File: config.mk
export PLATFORM = sky130hd
export DESIGN_NAME = demux_lanes
export DESIGN_NICKNAME = d
export VERILOG_FILES = /design/src/rtl/demux_lanes.sv
export SDC_FILE = /design/constraint.sdc
export NUM_CORES = 1
export LEC_CHECK = 0
export CORE_MARGIN = 2
export CORE_UTILIZATION = 30
export DETAILED_ROUTE_END_ITERATION = 8
export HOLD_SLACK_MARGIN = 0.06
export MAX_ROUTING_LAYER = met4
export PLACE_DENSITY = 0.55
export SYNTH_ARGS = -nofsm -noshare
export SYNTH_HDL_FRONTEND = slang
export SYNTH_SLANG_ARGS = --single-unit
File: constraint.sdc
create_clock -name clk -period 3.6 [get_ports clk]
set_input_delay 0.54 -clock clk [delete_from_list [all_inputs] [get_ports clk]]
set_output_delay 0.54 -clock clk [all_outputs]
set_load 0.01 [all_outputs]
File: src/rtl/demux_lanes.sv
// demux_lanes: splits an interleaved word stream into two lanes (lane 0 first), each behind a DEPTH-entry FIFO.
// Optional per-lane pop counters cnt_0/cnt_1 when DEMUX_LANES_CNT_EN is defined.
module demux_lanes #(
    parameter int WIDTH = 4,
    parameter int DEPTH = 2
) (
    input  logic             clk,
    input  logic             reset_L,
    input  logic [WIDTH-1:0] data_in,
    input  logic             valid_in,
    output logic             ready_in,
    output logic [WIDTH-1:0] data_0,
    output logic             valid_0,
    input  logic             ready_0,
    output logic [WIDTH-1:0] data_1,
    output logic             valid_1,
    input  logic             ready_1
`ifdef DEMUX_LANES_CNT_EN
    ,
    output logic [7:0]       cnt_0,
    output logic [7:0]       cnt_1
`endif
);
    localparam int AW = $clog2(DEPTH);
    localparam int CW = $clog2(DEPTH + 1);

    logic             sel_q, sel_d;
    logic [WIDTH-1:0] mem_q [2][DEPTH];
    logic [WIDTH-1:0] mem_d [2][DEPTH];
    logic [AW-1:0]    wr_q [2], wr_d [2], rd_q [2], rd_d [2];
    logic [CW-1:0]    count_q [2], count_d [2];
    logic [1:0]       full, empty, push, pop, rdy;

    always_comb begin
        rdy = {ready_1, ready_0};
        mem_d = mem_q;
        for (int i = 0; i < 2; i++) begin
            full[i]  = count_q[i] == CW'(DEPTH);
            empty[i] = count_q[i] == '0;
        end
        // No look-ahead: a full target lane refuses input even if it pops this cycle.
        ready_in = reset_L && !full[sel_q];
        sel_d = sel_q ^ (valid_in && ready_in);
        for (int i = 0; i < 2; i++) begin
            push[i]     = valid_in && ready_in && (sel_q == 1'(i));
            pop[i]      = !empty[i] && rdy[i];
            wr_d[i]     = wr_q[i] + AW'(push[i]);
            rd_d[i]     = rd_q[i] + AW'(pop[i]);
            count_d[i]  = count_q[i] + CW'(push[i]) - CW'(pop[i]);
            if (push[i]) mem_d[i][wr_q[i]] = data_in;
        end
    end

    always_ff @(posedge clk or negedge reset_L) begin
        if (!reset_L) begin
            sel_q <= 1'b0;
            for (int i = 0; i < 2; i++) begin
                wr_q[i]    <= '0;
                rd_q[i]    <= '0;
                count_q[i] <= '0;
                for (int j = 0; j < DEPTH; j++) mem_q[i][j] <= '0;
            end
        end else begin
            sel_q   <= sel_d;
            wr_q    <= wr_d;
            rd_q    <= rd_d;
            count_q <= count_d;
            mem_q   <= mem_d;
        end
    end

    assign valid_0 = !empty[0];
    assign valid_1 = !empty[1];
    assign data_0  = valid_0 ? mem_q[0][rd_q[0]] : '0;
    assign data_1  = valid_1 ? mem_q[1][rd_q[1]] : '0;

`ifdef DEMUX_LANES_CNT_EN
    logic [7:0] pcnt_q [2], pcnt_d [2];

    always_comb begin
        for (int i = 0; i < 2; i++) pcnt_d[i] = pcnt_q[i] + 8'(pop[i]);
    end

    always_ff @(posedge clk or negedge reset_L) begin
        if (!reset_L) begin
            pcnt_q[0] <= '0;
            pcnt_q[1] <= '0;
        end else begin
            pcnt_q <= pcnt_d;
        end
    end

    assign cnt_0 = pcnt_q[0];
    assign cnt_1 = pcnt_q[1];
`endif
endmodule

## Yosys cells after proc, flatten, opt, wreduce, memory -nomap -nowiden

Cells that the tools add are included.

- Memory bits (read-only): 0
- Latch bits: 0
- Input port bits: 9
- Logic and storage cells: 63
- Flip-flop bits (word level): 25
- Output and inout port bits: 11
- Memory bits (writable): 0
- Memories kept: 0

- Mux-type cells: 16
- $mul: 0
- Divide/modulo/power cells: 0
- Reduce and logical (&&, ||, !) cells: 13
- Add/sub/neg operators: 8
- Equal/unequal tests: 2
- Magnitude comparators: 7
- Shift operators: 0
- Bitwise gates (word level): 6

Operators with widths:

| cell | count |
|---|---|
| $mux W4 | 10 |
| $bwmux W8 | 2 |
| $demux W4 S1 | 2 |
| $ge A2 B2 Y1 const B | 4 |
| $logic_and A1 B1 Y1 | 8 |
| $not A1 Y2 | 4 |
| $add A1 B1 Y1 | 4 |
| $add A2 B1 Y2 | 2 |
| $eq A2 B2 Y1 const B | 2 |
| $logic_not A2 Y1 | 2 |
| $lt A2 B1 Y1 const B | 2 |
| $sub A2 B1 Y2 | 2 |
| $logic_not A1 Y1 | 3 |
| $lt A1 B2 Y1 const B | 1 |
| $mux W1 | 2 |
| $not A1 Y1 | 1 |
| $xor A1 B1 Y1 | 1 |

## Depth between registers and ports, before layout

- Depth in word-level cells: 9
- Depth in mapped cells: 9
- Gate-level depth less buffers: 9

## Least setup slack after synthesis

OpenSTA, ideal clock, no wires.

- Kind: reg-to-reg
- From: reg count_q[1] in the netlist's numbering
- To: reg count_q[3] in the netlist's numbering
- Path buffers: 0
- Stages on the path, launching flop included: 10
- Slack: 1722 ps
- Data arrival time: 1755 ps
- Library setup time: 123 ps
- Required time: 3477 ps
- Clock period less this slack: 1878 ps
- Cell sequence: dfrtp_1 > and3b_1 > nor3_2 > ha_1 > inv_1 > ha_1 > inv_1 > ha_1 > xnor2_1 > xnor2_1

RTL lines:

| item | RTL line | source |
|---|---|---|
| from (decl) | 31 | `logic [CW-1:0] count_q [2], count_d [2];` |
| from (signal assigned) | 67 | `count_q <= count_d;` |

## Worst setup path in the final report

- From: in reset_L
- To: out ready_in

- Cells in the longest elaborated chain, start to end: 1

Ends and longest elaborated chain:

| item | RTL line | source |
|---|---|---|
| from (decl) | 8 | `input logic reset_L,` |
| $logic_and A1 B1 Y1 | 42 | `ready_in = reset_L && !full[sel_q];` |
| to (decl) | 11 | `output logic ready_in,` |

No other way between the ends.

==> results by group <==
Outcome
  – Status: completed

Setup path
  – Worst Setup SP: reset_L
  – Critical Path Sink Type: output pin
  – Setup CP Type: input port to output pin
  – Origin of the critical flop-to-flop path: count_q[1]$_DFF_PN0_
  – R2R Setup Slk: around 1.5 ns
  – Worst setup path end: ready_in
  – Data required, critical path: 3.06 ns
  – Reg2Reg Depth: 9
  – Worst-path maximum fanout: 7
  – CP startpoint kind: input port
  – CP arrival: between 1.5 and 2 ns
  – R2R Path End: count_q[3]$_DFF_PN0_

Logic synthesis
  – Post-Syn Area: approximately 1200 sq um
  – Synth warn: 0
  – Synthesized Nets: roughly 120
  – Avg Cell Area, Syn: about 12 sq um
  – Synth async-reset ratio: 1.00
  – Most frequent cell after synthesis: dfrtp_1
  – Leading area contributor after synthesis: dfrtp_1
  – Top post-synthesis cells by count: dfrtp_1 (25), mux2_2 (16), inv_1 (14)
  – Largest cells by area after synthesis: dfrtp_1 (51%), mux2_2 (15%), ha_1 (10%), mux2i_1 (6.6%), inv_1 (4.3%)
  – Cell count after synthesis: ~100
  – Seq/Total Area, Yosys: 0.512
  – #FFs+latches synth: 25
  – Netlist cell types: 13
  – Synth top area share: 0.512
  – Most used DFF post-synth: dfrtp_1
  – Count of flip-flops with a built-in enable after synthesis: 0

Floorplan
  – Initial Util: 0.307
  – Core Box Area: between 3000 and 4000 sq um
  – Total Die Area: between 4000 and 5000 sq um
  – Num rows: 23
  – DIE HEIGHT: roughly 68 microns
  – I/O Pins: 20
  – Die width: slightly below 70 microns

Clocking
  – CTS H-tree lvls: 1
  – Post-CTS setup buffers: 0
  – CTS tree: yes
  – Clock Path Buffers: 2
  – Clk_lat worst skew: about 0.26 ns
  – Num CTS Buffers: 3
  – Clock root buffer: clkbuf_8
  – # clock sinks: 25
  – Post-CTS Hold Buffers: 0
  – CTS clk-pin slew, worst paths: 0.08 ns
  – CTS resizes: 0

Global routing
  – Number of global-route vias before repair: around 750
  – First-pass GRT wire length: approximately 3600 microns
  – Pin count of the biggest net entering global routing: 22
  – Initial antenna violation count: 0
  – Total grt overflow: 0
  – Gr usage total: 0.112

Timing
  – Worst Tran Pin Value: about 0.38 ns
  – RSZ-0062 raised after global routing: no
  – Final min period: ~2.5 ns
  – Pins Over Slew Limit: 0
  – Fin Setup TNS: 0 ns
  – Final setup viols: 0
  – Max-slew headroom: 0.743
  – Max Clk Rate: just over 0.4 GHz
  – Clk_skew: roughly 0.003 ns
  – Final Hold Fails: 0
  – Setup ws final: approximately 1.1 ns
  – Period utilization: 0.687

Placement
  – Place WS: 0.900 ns
  – Placed Instances: between 150 and 200
  – RePlAce Congestion: between 0.7 and 0.8
  – Detailed placement HPWL: between 1500 and 2000 microns
  – IO Port Bufs: 19

Run
  – MaxCap Viol Count: 0

Cells and area
  – Layout Area Growth over Synthesis: 24.5%
  – Antenna Cells: 0
  – Footprint of the multi-input gates: 533 sq um
  – NumNets Final: 140
  – Share of cells above drive strength 1: 0.200
  – Fill cell count: 392
  – Final Core Density: 0.383
  – Post-Layout Cell Count: 170
  – Reg area: 626 sq um

Drt
  – DRT antenna net count: 0
  – WL/cell: between 10 and 15 microns
  – Routed wire length: 2060 microns
  – Vias/cell: between 4 and 5
  – DRC viols: 0
  – DRT iter0 DRCs: between 40 and 50
  – Detailed-route via count: ~750
  – Pre-antenna DRT Iters: 4

Pwr
  – Cell leakage power: a little over 0.0007 uW
  – Pwr per Cell Area: between 800 and 900 nW/um^2
  – Pwr Total: approximately 1300 uW
  – Max VDD drop: approximately 0.00035 V

Hold path
  – Hold crit path type: input port to async pin
-- critical path, stage by stage --
cell and delay (ns):
clkdlybuf4s50_1 0.62, nor3b_2 0.22, clkdlybuf4s50_1 0.55
-- layout by cell type (no fill, tap or decap) --
cell	n
and3b_1	1
buf_4	1
clkbuf_8	3
clkdlybuf4s50_1	19
clkinvlp_4	1
dfrtp_1	25
ha_1	10
inv_1	14
mux2_2	16
mux2i_1	8
nand2_1	1
nor2_1	10
nor3_2	1
nor3b_2	2
o21ai_1	2
xnor2_1	6
-- where the power goes --
part           leakage [uW]  switching [uW]  total [uW]  internal, uW
Sequential         0.000298             112         539           427
Combinational      0.000394             245         611           366
Clock             0.0000217            86.7         165          78.3
Total              0.000714             444        1320           872
-- cell type report --
class	count	share of cell area
flip-flops and latches	25	0.412
multi-input cells	57	0.351
repair buffers	20	0.130
well taps	50	0.0412
inverters	14	0.0346
clock buffers	3	0.0272
clock inverters	1	0.00494
-- per-stage QoR --
stage | hold WS (ns) | cell area, sq um
floorplan | 0.244 | 1220
global placement | 0.489 | 1470
detailed placement | 0.496 | 1470
CTS | 0.506 | 1520
global route | 0.512 | 1520
finish | 0.510 | 1520
-- kinds of logic after synthesis --
group / after synthesis / synth area share
and+or+nand+nor: 15 / 0.0697
adders and majority gates: 10 / 0.102
xor gates and xnor gates: 6 / 0.0430
muxes: 24 / 0.213
AOI/OAI and AO/OA: 2 / 0.00820
DFF: 25 / 0.512
buffers and inverters: 16 / 0.0512
-- per-layer routing --
metal  up-vias  part of all wire  GRT usage
met5         -                 0          -
met3         2             0.060     0.0400
met2        19              0.46      0.168
li1        363                 -          -
met4         0            0.0092     0.0300
met1       367              0.47      0.144
-- worst min-delay path by stage --
stage                     startpoint               endpoint  slack (ns)  cells past startpoint
2_1_floorplan                reset_L   count_q[0]$_DFF_PN0_        0.24                      0
3_3_place_gp    mem_q[5]$_DFFE_PN0P_   mem_q[5]$_DFFE_PN0P_        0.49                      1
3_5_place_dp   mem_q[10]$_DFFE_PN0P_  mem_q[10]$_DFFE_PN0P_        0.50                      1
4_1_cts                      reset_L        sel_q$_DFF_PN0_        0.51                      1
5_1_grt                      reset_L   count_q[3]$_DFF_PN0_        0.51                      1
6_report                     reset_L        sel_q$_DFF_PN0_        0.51                      1
-- sequential cells by signal, summed over array words and instances (netlist names) --
| register | flops |
|---|---|
| count_q | 4 |
| mem_q | 16 |
| rd_q | 2 |
| sel_q | 1 |
| wr_q | 2 |
Power figures use the tool's default switching activity.
